$ cat config.mk
export PLATFORM = sky130hd
export DESIGN_NAME = game_select_ctrl
export DESIGN_NICKNAME = d
export VERILOG_FILES = /design/src/rtl/game_ctrl_pkg.sv /design/src/rtl/game_select_ctrl_btn_edge.sv /design/src/rtl/game_select_ctrl.sv
export SDC_FILE = /design/constraint.sdc
export NUM_CORES = 1
export LEC_CHECK = 0
export ABC_AREA = 1
export BUFFER_PORTS_ARGS = -buffer_cell sky130_fd_sc_hd__clkbuf_2
export CORE_UTILIZATION = 48
export CTS_CLUSTER_SIZE = 24
export DETAILED_ROUTE_END_ITERATION = 7
export GPL_TIMING_DRIVEN = 0
export PLACE_DENSITY = 0.84
export SLEW_MARGIN = 20
export SYNTH_ARGS = -nofsm -noshare
export SYNTH_HDL_FRONTEND = slang
export SYNTH_SLANG_ARGS = --single-unit
$ cat constraint.sdc
create_clock -name Clock -period 1.4 [get_ports Clock]
set_input_delay 0.14 -clock Clock [delete_from_list [all_inputs] [get_ports Clock]]
set_output_delay 0.14 -clock Clock [all_outputs]
set_load 0.02 [all_outputs]
$ cat src/rtl/game_ctrl_pkg.sv
// Shared types and constants for the game sequencer.
// Holds the sequencer state enum, the button index map used to pack the
// six board buttons into one vector, and the LFSR feedback mask and step.
package game_ctrl_pkg;

  typedef enum logic [1:0] {
    MENU   = 2'd0,
    LAUNCH = 2'd1,
    PLAY   = 2'd2,
    DRAIN  = 2'd3
  } state_t;

  localparam int NUM_BTN    = 6;
  localparam int BTN_LEFT   = 0;
  localparam int BTN_RIGHT  = 1;
  localparam int BTN_SINIST = 2;
  localparam int BTN_DEXTER = 3;
  localparam int BTN_ESC    = 4;
  localparam int BTN_ENTER  = 5;

  localparam logic [15:0] LFSR_MASK = 16'hB400;

  // One right shift of the Galois LFSR; the mask is applied when a 1 drops out.
  function automatic logic [15:0] lfsr_next(input logic [15:0] value);
    return (value >> 1) ^ (value[0] ? LFSR_MASK : 16'h0000);
  endfunction

endpackage

$ cat src/rtl/game_select_ctrl_btn_edge.sv
// Per-button conditioning: optional two-flop synchronizer, then a
// previous-value register to produce a one-cycle rising-edge strobe.
// Build option: INPUT_SYNC_EN inserts the synchronizer (adds 2 cycles).
module btn_edge (
  input  logic Clock,
  input  logic Resetn,
  input  logic raw,
  output logic level,
  output logic rise
);

`ifdef INPUT_SYNC_EN
  logic sync1_reg;
  logic sync2_reg;

  // Two-flop synchronizer for an asynchronous board button.
  always_ff @(posedge Clock or negedge Resetn) begin
    if (!Resetn) begin
      sync1_reg <= 1'b0;
      sync2_reg <= 1'b0;
    end else begin
      sync1_reg <= raw;
      sync2_reg <= sync1_reg;
    end
  end

  assign level = sync2_reg;
`else
  assign level = raw;
`endif

  logic prev_reg;

  // Remember last cycle's level so a press is reported exactly once.
  always_ff @(posedge Clock or negedge Resetn) begin
    if (!Resetn) prev_reg <= 1'b0;
    else         prev_reg <= level;
  end

  assign rise = level & ~prev_reg;

endmodule

$ cat src/rtl/game_select_ctrl.sv
// Top-level game sequencer: menu cursor, launch/play/drain FSM, shared
// button forwarding, shared random source and VGA colour mux.
// Build option: INPUT_SYNC_EN (see btn_edge) synchronizes all six buttons.
module game_select_ctrl
  import game_ctrl_pkg::*;
#(
  parameter int          NUM_GAMES = 4,
  parameter logic [15:0] LFSR_SEED = 16'hACE1,
  parameter int          HOLDOFF   = 1024,
  localparam int         CW        = $clog2(NUM_GAMES)
) (
  input  logic                 Clock,
  input  logic                 Resetn,
  input  logic                 Left,
  input  logic                 Right,
  input  logic                 Sinist,
  input  logic                 Dexter,
  input  logic                 Esc,
  input  logic                 Enter,
  input  logic [NUM_GAMES-1:0] GameQuit,
  input  logic [NUM_GAMES-1:0] GameCol,
  input  logic                 MenuCol,
  output logic [NUM_GAMES-1:0] GameEnable,
  output logic                 GLeft,
  output logic                 GRight,
  output logic                 GSinist,
  output logic                 GDexter,
  output logic                 GEsc,
  output logic                 GEnter,
  output logic [15:0]          Rand,
  output logic [CW-1:0]        Cursor,
  output logic                 InMenu,
  output logic                 VGAcol
);

  localparam int                DCW        = (HOLDOFF > 1) ? $clog2(HOLDOFF) : 1;
  localparam logic [DCW-1:0]    DRAIN_LOAD = DCW'(HOLDOFF - 1);
  localparam logic [CW-1:0]     CURSOR_MAX = CW'(NUM_GAMES - 1);

  logic [NUM_BTN-1:0]   btn_raw;
  logic [NUM_BTN-1:0]   btn_level;
  logic [NUM_BTN-1:0]   btn_rise;

  state_t               state_reg;
  logic [CW-1:0]        cursor_reg;
  logic [NUM_GAMES-1:0] enable_reg;
  logic [NUM_BTN-1:0]   gbtn_reg;
  logic [DCW-1:0]       drain_reg;
  logic [15:0]          rand_reg;
  logic [CW-1:0]        cursor_left_next;
  logic [CW-1:0]        cursor_right_next;

  assign btn_raw = {Enter, Esc, Dexter, Sinist, Right, Left};

  generate
    for (genvar gi = 0; gi < NUM_BTN; gi++) begin : g_btn
      btn_edge u_btn_edge (
        .Clock  (Clock),
        .Resetn (Resetn),
        .raw    (btn_raw[gi]),
        .level  (btn_level[gi]),
        .rise   (btn_rise[gi])
      );
    end
  endgenerate

  // Only the menu-navigation edges are consumed; the strike/Esc edges are not.
  logic unused_rise;
  assign unused_rise = ^{btn_rise[BTN_SINIST], btn_rise[BTN_DEXTER], btn_rise[BTN_ESC]};

  // Wrapping neighbours of the cursor, explicit so non-power-of-two counts work.
  always_comb begin
    cursor_left_next  = (cursor_reg == '0) ? CURSOR_MAX : cursor_reg - CW'(1);
    cursor_right_next = (cursor_reg == CURSOR_MAX) ? '0 : cursor_reg + CW'(1);
  end

  // Sequencer FSM with registered enable, forwarded buttons, cursor and drain timer.
  always_ff @(posedge Clock or negedge Resetn) begin
    if (!Resetn) begin
      state_reg  <= MENU;
      cursor_reg <= '0;
      enable_reg <= '0;
      gbtn_reg   <= '0;
      drain_reg  <= '0;
    end else begin
      case (state_reg)
        MENU: begin
          gbtn_reg <= '0;
          if (btn_rise[BTN_ENTER]) begin
            // Enter wins over a same-cycle move so the launched core is the highlighted one.
            state_reg  <= LAUNCH;
            enable_reg <= NUM_GAMES'(1) << cursor_reg;
          end else if (btn_rise[BTN_LEFT] && !btn_rise[BTN_RIGHT]) begin
            cursor_reg <= cursor_left_next;
          end else if (btn_rise[BTN_RIGHT] && !btn_rise[BTN_LEFT]) begin
            cursor_reg <= cursor_right_next;
          end
        end
        LAUNCH: begin
          // Keep the core's buttons quiet until the launching press is fully released.
          gbtn_reg <= '0;
          if (btn_level == '0) state_reg <= PLAY;
        end
        PLAY: begin
          if (GameQuit[cursor_reg]) begin
            state_reg  <= DRAIN;
            enable_reg <= '0;
            gbtn_reg   <= '0;
            drain_reg  <= DRAIN_LOAD;
          end else begin
            gbtn_reg <= btn_level;
          end
        end
        DRAIN: begin
          enable_reg <= '0;
          gbtn_reg   <= '0;
          if (drain_reg == '0) begin
            // A held Esc pins us here so the game's own quit key cannot leak into the menu.
            if (!btn_level[BTN_ESC]) state_reg <= MENU;
          end else begin
            drain_reg <= drain_reg - DCW'(1);
          end
        end
        default: state_reg <= MENU;
      endcase
    end
  end

  // Free-running shared random source, stepped every cycle in every state.
  always_ff @(posedge Clock or negedge Resetn) begin
    if (!Resetn) rand_reg <= LFSR_SEED;
    else         rand_reg <= lfsr_next(rand_reg);
  end

  assign GameEnable = enable_reg;
  assign GLeft      = gbtn_reg[BTN_LEFT];
  assign GRight     = gbtn_reg[BTN_RIGHT];
  assign GSinist    = gbtn_reg[BTN_SINIST];
  assign GDexter    = gbtn_reg[BTN_DEXTER];
  assign GEsc       = gbtn_reg[BTN_ESC];
  assign GEnter     = gbtn_reg[BTN_ENTER];
  assign Rand       = rand_reg;
  assign Cursor     = cursor_reg;
  assign InMenu     = (state_reg == MENU) || (state_reg == DRAIN);
  assign VGAcol     = ((state_reg == LAUNCH) || (state_reg == PLAY)) ? GameCol[cursor_reg] : MenuCol;

endmodule

==> run metrics <==
status complete, but fails checks; failing checks hold timing, setup timing; DRT Pass-1 Iters 4; antenna cells 0; Switching Share 0.458; CP Data Arrival Time 1740 ps; io pins 47; Yosys warning count 0; GRT Resource Usage Total 0.218; Int Pwr 3.39 mW; RD Place Congestion 0.780; Max Slew Vio Count 0; Peak VDD IR 1230 uV; P_sw 2.87 mW; combinational fraction of design power 0.564; worst clock skew 3.70 ps; hold slack -31.1 ps; aggregate global routing overflow 0; Syn Std Cell Area 0.00198 mm^2; DRC viols 0; Hold/Removal Path Class in2async; Worst Path Max Fanout 3; WL/cell 16.3 um; P_leak 1.42 nW; Syn Area/Cell 9.00 um^2; pwr dens 2280 mW/mm^2; Area Growth Syn to Fin 38.3%; fin crit share 1.11; worst-case clock buffer depth 2; post-route setup slack -155 ps; num rows 22; cells after synthesis 220; Die Span X 66.2 um; pre-CTS setup slack -167 ps; fmax 643 MHz; RSZ-0062 raised after global routing yes; placed cell areas 0.00228 mm^2; Initial Util 0.521; vias in the first global route 1495; Reg clk slew, reported paths 90 ps; CTS tree done; Core Area 0.00380 mm^2; CP Launch Type flop; sequential share of the synthesized area 0.548; clock power share 0.129; CP required 1590 ps; Power Total 6.25 mW; syn nets 247; commonest cells after routing, fill and taps aside nand2_1 (47), clkbuf_2 (44), dfrtp_1 (33); Slew HR 0.377; die height 66.2 um; global-route wire length before repair 6980 um; DIE AREA 0.00439 mm^2; Tmin final 1560 ps; # clock sinks 43; DR vias 1851; max_cap viols 0; Root Buffer clkbuf_8; share of layout cells above drive strength 1 0.480; Final nets 320; Filler Cell Count 232; Largest register FFs 16; Crit Path Category reg2reg; CP Capture Type flop; ANT nets after route 0; final hold viol count 35; measured slew at the worst slew-check pin 935 ps; CTS H-tree lvls 2; post-route cell area 0.00274 mm^2; DR vias/cell 5.41; Cell variety after synth 21; Final setup viols 14; largest net degree at the start of global routing 44; TritonCTS Buffers 5; Final TNS setup -1070 ps; IO buf count 46; Skew-Pair Late Insertion Delay 300 ps; DPL Wire Length 2670 um; #FFs+latches synth 43; antenna violations before repair 0; initial drt markers 147; final wirelength 5570 um; most common cell after layout, fill and taps aside nand2_1; sequential share of power 0.307
worst paths after layout:
| path | startpoint | endpoint | slack [ps] | cells after the start |
|---|---|---|---|---|
| max in group asynchronous | Resetn | Cursor[1] | 790 | 1 |
| worst min-delay path | Resetn | gbtn_reg[1] | -30 | 1 |
| worst max-delay path | state_reg[1] | state_reg[0] | -160 | 9 |
| min in group Clock | Sinist | gbtn_reg[2] | 30 | 3 |
| worst max register to register | state_reg[1] | state_reg[0] | -160 | 9 |
| worst min register to register | Rand[6] | Rand[5] | 370 | 0 |
worst max-delay path, cell delays in order (launching register included):
cell	delay, ps
dfrtp_1	390
inv_2	70
buf_4	140
ha_1	220
nand2_1	110
nand2_1	80
nor2_2	190
nand2_2	90
nand2_1	80
nand2_1	70
layout make-up:
class,instances,area [um^2],share of cell area
well taps,48,60.1,0.0219
multi-input cells,154,982,0.358
clock buffers,6,72.6,0.0265
plain buffers,2,20.0,0.00731
repair buffers,66,418,0.153
inverters,21,86.3,0.0315
flip-flops and latches,43,1090,0.397
clock inverters,2,12.5,0.00457
metrics by stage:
| stage | utilization | cells |
|---|---|---|
| floorplan | - | 220 |
| global placement | 0.600 | 314 |
| detailed placement | 0.600 | 314 |
| CTS | 0.661 | 332 |
| global route | 0.721 | 342 |
| finish | 0.721 | 342 |
timing repair:
| item | 4_1_cts | 5_1_grt |
|---|---|---|
| buffers inserted | 7 | 9 |
| cloned | 0 | 1 |
| pin swaps | 5 | 23 |
| hold buffers | 3 | 0 |
| hold endpoints to repair | 3 | 0 |
| setup endpoints to repair | 16 | 19 |
| resized for setup | 22 | 41 |
per-layer routing:
layer	GRT usage	part of all wire	up-vias
met2	0.348	0.52	94
met3	0.0483	0.061	16
met4	0.104	0.028	0
met5	0	0	-
met1	0.279	0.40	907
li1	-	-	834
Yosys cell counts:
cell type,count,area [um^2]
or2_2,7,43.8
clkbuf_1,1,3.75
nand2_2,3,18.8
nand3_1,14,70.1
nor2_2,1,6.26
o21ai_0,9,45.0
nand2_1,67,251
inv_1,19,71.3
inv_2,2,7.51
nand3_4,2,35.0
dfrtp_1,35,876
buf_6,1,11.3
dfstp_2,8,210
nand3b_1,1,7.51
o21ai_1,4,20.0
ha_1,10,125
xor2_1,4,35.0
nand3b_2,1,11.3
a31oi_1,1,6.26
nand3_2,2,20.0
nor2_1,28,105
power by group through the flow:
| stage | Sequential (mW) | Combinational, mW | Clock, mW |
|---|---|---|---|
| 2_1_floorplan | 1.93 | 1.57 | 0 |
| 3_3_place_gp | 1.84 | 2.13 | 0 |
| 3_5_place_dp | 1.86 | 2.21 | 0 |
| 4_1_cts | 1.81 | 2.62 | 0.794 |
| 5_1_grt | 1.95 | 3.82 | 0.870 |
| 6_report | 1.92 | 3.53 | 0.807 |
kinds of logic (layout without fill, tap and decap cells):
kind of cell,Yosys count,count (layout),synth area share
AND/OR/NAND/NOR,126,126,0.287
flip-flops,43,43,0.548
buffers and inverters,23,97,0.0474
AO/OA/AOI/OAI,14,14,0.0360
adder cells (fa/ha/maj),10,10,0.0632
XOR/XNOR,4,4,0.0177
Note: power is estimated with default switching activity, not from simulation.
